File: src/rtl/pipe_hazard_ctrl_pkg.sv
// Shared encodings, default md latencies and the RAW hazard compare for pipe_hazard_ctrl.
package pipe_hazard_ctrl_pkg;

  localparam logic [1:0] TUSE_D    = 2'd0;
  localparam logic [1:0] TUSE_E    = 2'd1;
  localparam logic [1:0] TUSE_M    = 2'd2;
  localparam logic [1:0] TUSE_NONE = 2'd3;

  localparam int MULT_CYCLES_DEF = 5;
  localparam int DIV_CYCLES_DEF  = 10;
  localparam int MD_CNT_W        = 4;

  typedef struct packed {
    logic stall_f;
    logic stall_d;
    logic flush_d;
    logic flush_e;
    logic flush_m;
    logic pc_sel_exc;
    logic pc_sel_epc;
  } ctrl_t;

  // TUSE_NONE (3) can never be below a 2-bit tnew, so unused operands never hit.
  function automatic logic raw_hit(input logic [4:0] src, input logic [1:0] tuse,
                                   input logic [4:0] dst, input logic [1:0] tnew);
    return (src != 5'd0) && (src == dst) && (tuse < tnew);
  endfunction

endpackage

File: src/rtl/pipe_hazard_ctrl_md_busy_cnt.sv
// Mult/div occupancy: loadable down-counter that saturates at zero, plus the busy flag.
module md_busy_cnt
  import pipe_hazard_ctrl_pkg::*;
#(
  parameter int MULT_CYCLES = MULT_CYCLES_DEF,
  parameter int DIV_CYCLES  = DIV_CYCLES_DEF
) (
  input  logic clk,
  input  logic reset,
  input  logic md_start,
  input  logic md_div,
  input  logic load_kill,
  output logic md_busy
);

  localparam logic [MD_CNT_W-1:0] MULT_LD = MD_CNT_W'(MULT_CYCLES);
  localparam logic [MD_CNT_W-1:0] DIV_LD  = MD_CNT_W'(DIV_CYCLES);

  logic [MD_CNT_W-1:0] md_cnt_q;
  logic [MD_CNT_W-1:0] md_cnt_d;

  // A new start reloads even while counting; there is no queueing of ops.
  always_comb begin
    md_cnt_d = md_cnt_q;
    if (md_start && !load_kill) begin
      md_cnt_d = md_div ? DIV_LD : MULT_LD;
    end else if (md_cnt_q != '0) begin
      md_cnt_d = md_cnt_q - 1'b1;
    end
  end

  always_ff @(posedge clk) begin
    if (reset) begin
      md_cnt_q <= '0;
    end else begin
      md_cnt_q <= md_cnt_d;
    end
  end

  assign md_busy = md_start || (md_cnt_q != '0);

endmodule

File: src/rtl/pipe_hazard_ctrl.sv
// Stall/flush controller for the 5-stage pipeline: RAW, mult/div and eret hazards,
// exception/eret redirects and a free-running stall-cycle counter.
module pipe_hazard_ctrl
  import pipe_hazard_ctrl_pkg::*;
#(
  parameter int MULT_CYCLES = MULT_CYCLES_DEF,
  parameter int DIV_CYCLES  = DIV_CYCLES_DEF
) (
  input  logic        clk,
  input  logic        reset,
  input  logic [4:0]  rs_d,
  input  logic [4:0]  rt_d,
  input  logic [1:0]  tuse_rs_d,
  input  logic [1:0]  tuse_rt_d,
  input  logic [4:0]  a3_e,
  input  logic [4:0]  a3_m,
  input  logic [1:0]  tnew_e,
  input  logic [1:0]  tnew_m,
  input  logic        md_start_e,
  input  logic        md_div_e,
  input  logic        md_use_d,
  input  logic        mtc0_epc_e,
  input  logic        mtc0_epc_m,
  input  logic        eret_d,
  input  logic        exc_m,
  output logic        stall_f,
  output logic        stall_d,
  output logic        flush_d,
  output logic        flush_e,
  output logic        flush_m,
  output logic        pc_sel_exc,
  output logic        pc_sel_epc,
  output logic        md_busy,
  output logic [31:0] stall_cnt
);

  logic        data_haz;
  logic        md_haz;
  logic        eret_haz;
  logic        stall;
  ctrl_t       ctrl;
  logic [31:0] stall_cnt_q;
  logic [31:0] stall_cnt_d;

  md_busy_cnt #(
    .MULT_CYCLES (MULT_CYCLES),
    .DIV_CYCLES  (DIV_CYCLES)
  ) u_md_busy_cnt (
    .clk       (clk),
    .reset     (reset),
    .md_start  (md_start_e),
    .md_div    (md_div_e),
    .load_kill (exc_m),
    .md_busy   (md_busy)
  );

  always_comb begin
    data_haz = raw_hit(rs_d, tuse_rs_d, a3_e, tnew_e)
            || raw_hit(rs_d, tuse_rs_d, a3_m, tnew_m)
            || raw_hit(rt_d, tuse_rt_d, a3_e, tnew_e)
            || raw_hit(rt_d, tuse_rt_d, a3_m, tnew_m);
    md_haz   = md_use_d && md_busy;
    eret_haz = eret_d && (mtc0_epc_e || mtc0_epc_m);
    stall    = data_haz || md_haz || eret_haz;
  end

  // Flushes are only raised when not frozen: a held pipeline register ignores clear.
  always_comb begin
    ctrl = '0;
    if (exc_m) begin
      ctrl.flush_d    = 1'b1;
      ctrl.flush_e    = 1'b1;
      ctrl.flush_m    = 1'b1;
      ctrl.pc_sel_exc = 1'b1;
    end else if (stall) begin
      ctrl.stall_f = 1'b1;
      ctrl.stall_d = 1'b1;
      ctrl.flush_e = 1'b1;
    end else if (eret_d) begin
      // eret has no delay slot, so the already-fetched successor is squashed.
      ctrl.pc_sel_epc = 1'b1;
      ctrl.flush_d    = 1'b1;
    end
  end

  assign stall_f    = ctrl.stall_f;
  assign stall_d    = ctrl.stall_d;
  assign flush_d    = ctrl.flush_d;
  assign flush_e    = ctrl.flush_e;
  assign flush_m    = ctrl.flush_m;
  assign pc_sel_exc = ctrl.pc_sel_exc;
  assign pc_sel_epc = ctrl.pc_sel_epc;

  always_comb begin
    stall_cnt_d = stall_cnt_q;
    if (ctrl.stall_d) begin
      stall_cnt_d = stall_cnt_q + 32'd1;
    end
  end

  always_ff @(posedge clk) begin
    if (reset) begin
      stall_cnt_q <= '0;
    end else begin
      stall_cnt_q <= stall_cnt_d;
    end
  end

  assign stall_cnt = stall_cnt_q;

endmodule

File: config.mk
export PLATFORM = sky130hd
export DESIGN_NAME = pipe_hazard_ctrl
export DESIGN_NICKNAME = d
export VERILOG_FILES = /design/src/rtl/pipe_hazard_ctrl_pkg.sv /design/src/rtl/pipe_hazard_ctrl_md_busy_cnt.sv /design/src/rtl/pipe_hazard_ctrl.sv
export SDC_FILE = /design/constraint.sdc
export NUM_CORES = 1
export LEC_CHECK = 0
export CORE_MARGIN = 2
export CORE_UTILIZATION = 42
export CTS_CLUSTER_SIZE = 40
export DETAILED_ROUTE_END_ITERATION = 8
export PLACE_DENSITY = 0.82
export SLEW_MARGIN = 10
export SYNTH_ARGS = -nofsm -noshare
export SYNTH_HDL_FRONTEND = slang
export SYNTH_SLANG_ARGS = --single-unit
File: constraint.sdc
create_clock -name clk -period 2.61 [get_ports clk]
set_input_delay 0.522 -clock clk [delete_from_list [all_inputs] [get_ports clk]]
set_output_delay 0.522 -clock clk [all_outputs]
set_load 0.1 [all_outputs]
* Word-level counts from Yosys, hierarchy flattened
Cells that the tools add are included.
** Cells by class
- $add $sub $neg :: 2
- Order comparisons :: 4
- Equal/unequal tests :: 4
- Muxes and demuxes :: 11
- Reductions and logical operators :: 23
** Operator list (number)
- 32-bit by 1-bit adder with 32-bit output (second input constant) :: 1
- 5-bit == test :: 4
- 4-bit two-way mux :: 3
- 1-bit logical AND :: 11
- 5-bit nonzero test :: 2
- 2-bit less-than comparator :: 4
- 2-bit two-way mux :: 4
- 1-bit logical OR :: 7
- 1-bit two-way mux :: 4
- 4-bit nonzero test :: 1
- 4-bit by 1-bit subtractor with 4-bit output (second input constant) :: 1
- 2-bit nonzero test :: 1
- 1-bit logical NOT :: 1
** Word-level totals
- Bits in registers :: 36
- Input bits :: 37
- Output and inout port bits :: 40
- Logic and storage cells :: 46

* Logic depth before layout (Yosys ltp)
- Word-level depth :: 10
- Mapped depth :: 10
- Mapped depth without buffers :: 9

* Modules after synthesis
Synthesis repeated with hierarchy kept, for this count alone.
** Unflattened totals
- Cell total of the unflattened synthesis :: 281
- Area total of the unflattened synthesis :: 2262.2 um2
** By module, submodules not included
- pipe_hazard_ctrl :: instances 1, cells each 251, area each 2000.7 um2, seq. area each 640.6 um2
- md_busy_cnt :: instances 1, cells each 30, area each 261.5 um2, seq. area each 80.1 um2

* Least setup slack after synthesis
No wires, ideal clock.
- Kind :: register to output
- From :: register u_md_busy_cnt.md_cnt_q[0]
- To :: output stall_f
- Arrival time :: 3331 ps
- Setup slack :: -1243 ps
- Cell stages (with the launch flop) :: 11
- Path buffers :: 2
- Cells stage by stage :: dfxtp_1 > inv_1 > ha_1 > nor3b_2 > nand2b_1 > a21bo_1 > and2_1 > nor3_2 > buf_2 > inv_1 > buf_4
** Between the ends
- Longest elaborated chain between the ends :: 7
** Ends and longest elaborated chain
- start, declared :: RTL line pipe_hazard_ctrl_md_busy_cnt.sv:19 : logic [MD_CNT_W-1:0] md_cnt_q;
- start signal, assigned :: RTL line pipe_hazard_ctrl_md_busy_cnt.sv:36 : md_cnt_q <= md_cnt_d;
- 4-bit nonzero test :: RTL line pipe_hazard_ctrl_md_busy_cnt.sv:40 : assign md_busy = md_start || (md_cnt_q != '0);
- 1-bit logical OR :: RTL line pipe_hazard_ctrl_md_busy_cnt.sv:40
- via md_busy :: RTL line pipe_hazard_ctrl.sv:33 : output logic md_busy,
- 1-bit logical AND :: RTL line pipe_hazard_ctrl.sv:62 : md_haz = md_use_d && md_busy;
- 1-bit logical OR (2 in series) :: RTL line pipe_hazard_ctrl.sv:64 : stall = data_haz || md_haz || eret_haz;
- 2-bit two-way mux :: RTL line pipe_hazard_ctrl.sv:75 : end else if (stall) begin
- 2-bit two-way mux :: RTL line pipe_hazard_ctrl.sv:70 : if (exc_m) begin
- end, declared :: RTL line pipe_hazard_ctrl.sv:26 : output logic stall_f,
The timed path passes the listed nets, and every way through them passes these cells.

* Worst setup path in the final report
- From :: input rs_d[4]
- To :: output pc_sel_epc
** Between the ends
- Longest elaborated chain between the ends :: 10
** Ends and longest elaborated chain
- start, declared :: RTL line pipe_hazard_ctrl.sv:11 : input logic [4:0] rs_d,
- 5-bit == test or 5-bit nonzero test (tied branches) :: RTL line pipe_hazard_ctrl_pkg.sv:26 : return (src != 5'd0) && (src == dst) && (tuse < tnew);
- 1-bit logical AND (2 in series) :: RTL line pipe_hazard_ctrl_pkg.sv:26
- 1-bit logical OR (*) :: RTL line pipe_hazard_ctrl.sv:59 : || raw_hit(rs_d, tuse_rs_d, a3_m, tnew_m)
- 1-bit logical OR (*) :: RTL line pipe_hazard_ctrl.sv:60 : || raw_hit(rt_d, tuse_rt_d, a3_e, tnew_e)
- 1-bit logical OR (*) :: RTL line pipe_hazard_ctrl.sv:61 : || raw_hit(rt_d, tuse_rt_d, a3_m, tnew_m);
- 1-bit logical OR (*) (2 in series) :: RTL line pipe_hazard_ctrl.sv:64
- 1-bit two-way mux (*) :: RTL line pipe_hazard_ctrl.sv:75
- 1-bit two-way mux (*) :: RTL line pipe_hazard_ctrl.sv:70
- end, declared :: RTL line pipe_hazard_ctrl.sv:32 : output logic pc_sel_epc,
Every way passes the cells marked *; elsewhere a longest branch is shown, timed or not.

==> summary by stage <==
Synth
The xor/xnor cell area share of the yosys netlist is 0.0937. The area of the mapped netlist is 0.00234 mm2. Of the synthesized area, sequential elements account for 0.308. The number of instances in the synthesized netlist is 284. The netlist uses 48 different library cells. The synthesized-area fraction occupied by ao, oa, aoi and oai cells was 0.200.

By area, the combinational part of the netlist is dominated by simple AND/OR/NAND/NOR gates. The simple-gate share of the synthesized area is 0.282. The proportion of synthesized area in mux cells is 0.0187.

The arithmetic-cell share of the synthesized area counting full adders, half adders and majority gates is 0.0375. The mean instance size in the synthesized netlist is between 8 and 9 um2. The most used flip-flop cell after synthesis is sky130_fd_sc_hd__dfxtp_1. Counting flops with a built-in enable in the synthesized netlist gives 0. Counting flops and latches in the post-synthesis netlist gives 36. The number of nets handed over by synthesis was 328. Yosys printed 0 warnings. After synthesis, the share of flip-flops with an asynchronous set or reset is 0.

CTS
The hold buffer count at CTS is 0. The clock latency at the later pin of the worst-skew pair is 290 ps. The clock transition at the registers of the reported paths is approximately 70 ps. TritonCTS built the clock tree. The number of clock sinks is 36.

The maximum buffer depth of the clock tree is 2. The tree is rooted in a sky130_fd_sc_hd__clkbuf_8. The level count of the clock H-tree is 2.

In this run, CTS created clock tree buffers numbering 5.

Pwr
Power spread over the standard cell area amounts to 490 mW/mm2. The switching power share of the total is 0.372. Of the total power, the clock network draws 0.214. For this design the total switching power over the nets is roughly 0.70 mW. Summing internal, switching and leakage power gives 1.89 mW. The static power due to leakage is 1.47 nW.

The sequential share of power is 0.332. The worst-case IR drop observed on VDD is 0.409 mV. The share of total power dissipated in combinational logic is 0.454. Internal power comes to 1.19 mW.

Drt
The detail route stage leaves a number of antenna-violating nets equal to 0. The first detailed-routing pass took 4 iterations. The detailed router finished its first iteration with 193 violations.

The number of design rule violations left after detail routing is 0. Summing over every cut layer, the via total after detailed routing is 2653. The average wire length per cell after detail routing is 15.8 um. Summed over all layers, the routed wires come to 7370 um. The detailed-route vias per instance is 5.67.

Cells and area
Counting the fill cells in the layout gives approximately 390. From synthesis to final layout, the design area changed by 65.0%. The layout cell share with drive strength beyond 1 is 0.457. After the last flow step, the layout net total stands at 439.

The most common cell after layout, fill and taps aside is sky130_fd_sc_hd__buf_4. The end-of-flow core utilization is 0.709. The number of antenna diodes in the final layout is 0. The top cell types in the final layout, fill and taps aside, are 65 x sky130_fd_sc_hd__buf_4, 24 x sky130_fd_sc_hd__dfxtp_1, 23 x sky130_fd_sc_hd__a21oi_1.

Floorplan
The row count is 27. The boundary pin count is 77. The core region is roughly 0.0054 mm2. The floorplan step set the die height to 78.6 um. The die covers 0.00618 mm2. The die width is 78.6 um. The initial core utilization is 0.430.

Timing
The final critical-path required period is 2710 ps. The final cycle utilization of the critical path is 1.04. For the pin with the worst max-slew slack, the measured transition is roughly 730 ps.

The max-slew violation total from the final report came to 0. Setup violations remaining at the end of the flow were counted as 5. The worst slew slack as a fraction of its limit is 0.509. Across all setup checks in the final design, the least slack found is -104 ps.

Setup repair after global routing could not meet its margin everywhere. The final-layout worst hold slack is 503 ps. The count of endpoints failing hold in the final timing report is 0. Timing would allow up to 0.368 GHz. Clock skew on the completed layout was measured at 9.01 ps.

Run status
The run finished, with violations left. The checks that failed: setup timing.

Placement
Detailed placement finished with a half-perimeter wire length of 5120 um. Routability-driven placement finished with a final weighted congestion of 0.851. In this run the tool buffered the top-level ports with 76 buffer cells. Before CTS, the worst setup slack after placement is -646 ps.

Worst setup path
The element type at the critical path start is an input port. The class of the most critical setup path is input port to output port. The worst setup path is captured at an output port.

The stage delay of the slowest cell on the critical path is 500 ps. The endpoint required time on the critical path is around 2100 ps. The critical-path maximum fanout is 3.

The worst-path cell with the longest stage delay is sky130_fd_sc_hd__or4_4. Walking the worst path, the cells encountered are dlygate4sd2_1 -> or4_4 -> nor2_4 -> a21oi_4 -> nor3_4 -> and3_4 -> buf_12. The critical path arrival is 2190 ps.

GRT
The number of global-route vias before repair came to 2557. The remaining global-route overflow is 0. Entering global routing, the biggest net connects 22 pins. For this run, the total global-route usage over all layers was measured as 0.231. The initial antenna violation count is 0.

The first global-routing pass estimated 11500 um of wire.

Flow run
The total of max-cap violations is 0.

Min path
In this run the worst hold path is classified as flop to flop.
synth_stat cells, types with 2 or more instances:
cell / n / area (um2)
sky130_fd_sc_hd__inv_1: 16 / 60.1
sky130_fd_sc_hd__a211oi_2: 2 / 25.0
sky130_fd_sc_hd__a21oi_1: 28 / 140
sky130_fd_sc_hd__o21ai_0: 10 / 50.1
sky130_fd_sc_hd__nand3b_1: 2 / 15.0
sky130_fd_sc_hd__nor2_1: 19 / 71.3
sky130_fd_sc_hd__nand2_1: 19 / 71.3
sky130_fd_sc_hd__o31ai_1: 10 / 75.1
sky130_fd_sc_hd__and2_1: 2 / 12.5
sky130_fd_sc_hd__nor3_1: 5 / 25.0
sky130_fd_sc_hd__buf_4: 5 / 37.5
sky130_fd_sc_hd__dfxtp_1: 36 / 721
sky130_fd_sc_hd__and3_1: 3 / 18.8
sky130_fd_sc_hd__nor4_1: 4 / 25.0
sky130_fd_sc_hd__or3_1: 9 / 56.3
sky130_fd_sc_hd__nand3_1: 8 / 40.0
sky130_fd_sc_hd__or4_1: 14 / 105
sky130_fd_sc_hd__nand4_1: 15 / 93.8
sky130_fd_sc_hd__nand2b_1: 2 / 12.5
sky130_fd_sc_hd__or4b_1: 2 / 20.0
sky130_fd_sc_hd__o41ai_1: 4 / 35.0
sky130_fd_sc_hd__clkbuf_1: 4 / 15.0
sky130_fd_sc_hd__xnor2_1: 11 / 96.3
sky130_fd_sc_hd__xor2_1: 14 / 123
sky130_fd_sc_hd__clkbuf_2: 2 / 10.0
sky130_fd_sc_hd__nor2b_1: 4 / 25.0
sky130_fd_sc_hd__o21ai_1: 4 / 20.0
sky130_fd_sc_hd__mux2_1: 2 / 22.5
sky130_fd_sc_hd__ha_1: 7 / 87.6
sky130_fd_sc_hd__buf_2: 3 / 15.0
path summary, 6_finish.rpt:
path / from / endpoint / slack [ps] / cells past startpoint
setup / recovery: rs_d[4] / pc_sel_epc / -100 / 7
hold / removal: stall_cnt[17] / stall_cnt[17] / 500 / 2
setup reg to reg: u_md_busy_cnt.md_cnt_q[0] / stall_cnt[0] / 260 / 14
hold reg to reg: stall_cnt[17] / stall_cnt[17] / 500 / 2
state kept, by name (all words and copies together) (netlist names):
name and count:
u_md_busy_cnt.md_cnt_q 4, stall_cnt 32
layout make-up:
| type | count | area (um2) | share of cell area |
|---|---|---|---|
| clock buffer | 8 | 90.1 | 0.0234 |
| inverter | 16 | 68.8 | 0.0178 |
| multi-input combinational | 218 | 1830 | 0.474 |
| sequential | 36 | 736 | 0.191 |
| tap | 72 | 90.1 | 0.0234 |
| timing repair buffer | 118 | 1040 | 0.271 |
power groups by stage:
stage          logic [mW]  clock network [mW]  registers (mW)
2_1_floorplan       0.474                   0           0.671
5_1_grt             0.917               0.439           0.633
3_3_place_gp        0.780                   0           0.639
4_1_cts             0.822               0.411           0.628
3_5_place_dp        0.801                   0           0.640
6_report            0.858               0.405           0.628
critical path, delay by kind of cell:
kind,cells,cell delay (ps)
compound gates,1,60
buf+inv,2,420
simple gates,4,1190
routing by layer:
layer / GRT usage / wire, um / up-vias
met2: 0.408 / 3780 / 103
met1: 0.264 / 2890 / 1273
met3: 0.0678 / 580 / 13
li1: - / - / 1264
met4: 0.0807 / 119 / 0
met5: 0 / 0 / -
timing repair:
item / CTS / global route
gates resized for setup: 81 / 62
pin swaps: 23 / 39
endpoints found under the setup margin: 37 / 27
buffers inserted: 5 / 4
cloned: 0 / 1
stage by stage:
stage                     TNS [ps]  cells  instance area (um2)
final                         -363    468                 3860
after global routing         -1060    468                 3860
after CTS                     -389    464                 3670
after detailed placement    -18670    451                 3450
after global placement      -17240    451                 3450
after floorplan              -1100    284                 2420
cell families (layout without fill, tap and decap cells):
| kind of cell | after synthesis | in the layout |
|---|---|---|
| mux | 4 | 4 |
| buf+inv | 31 | 142 |
| xor+xnor | 25 | 25 |
| simple gates | 114 | 114 |
| flops | 36 | 36 |
| fa+ha+maj | 7 | 7 |
| compound gates | 67 | 68 |
Power figures use the tool's default switching activity.
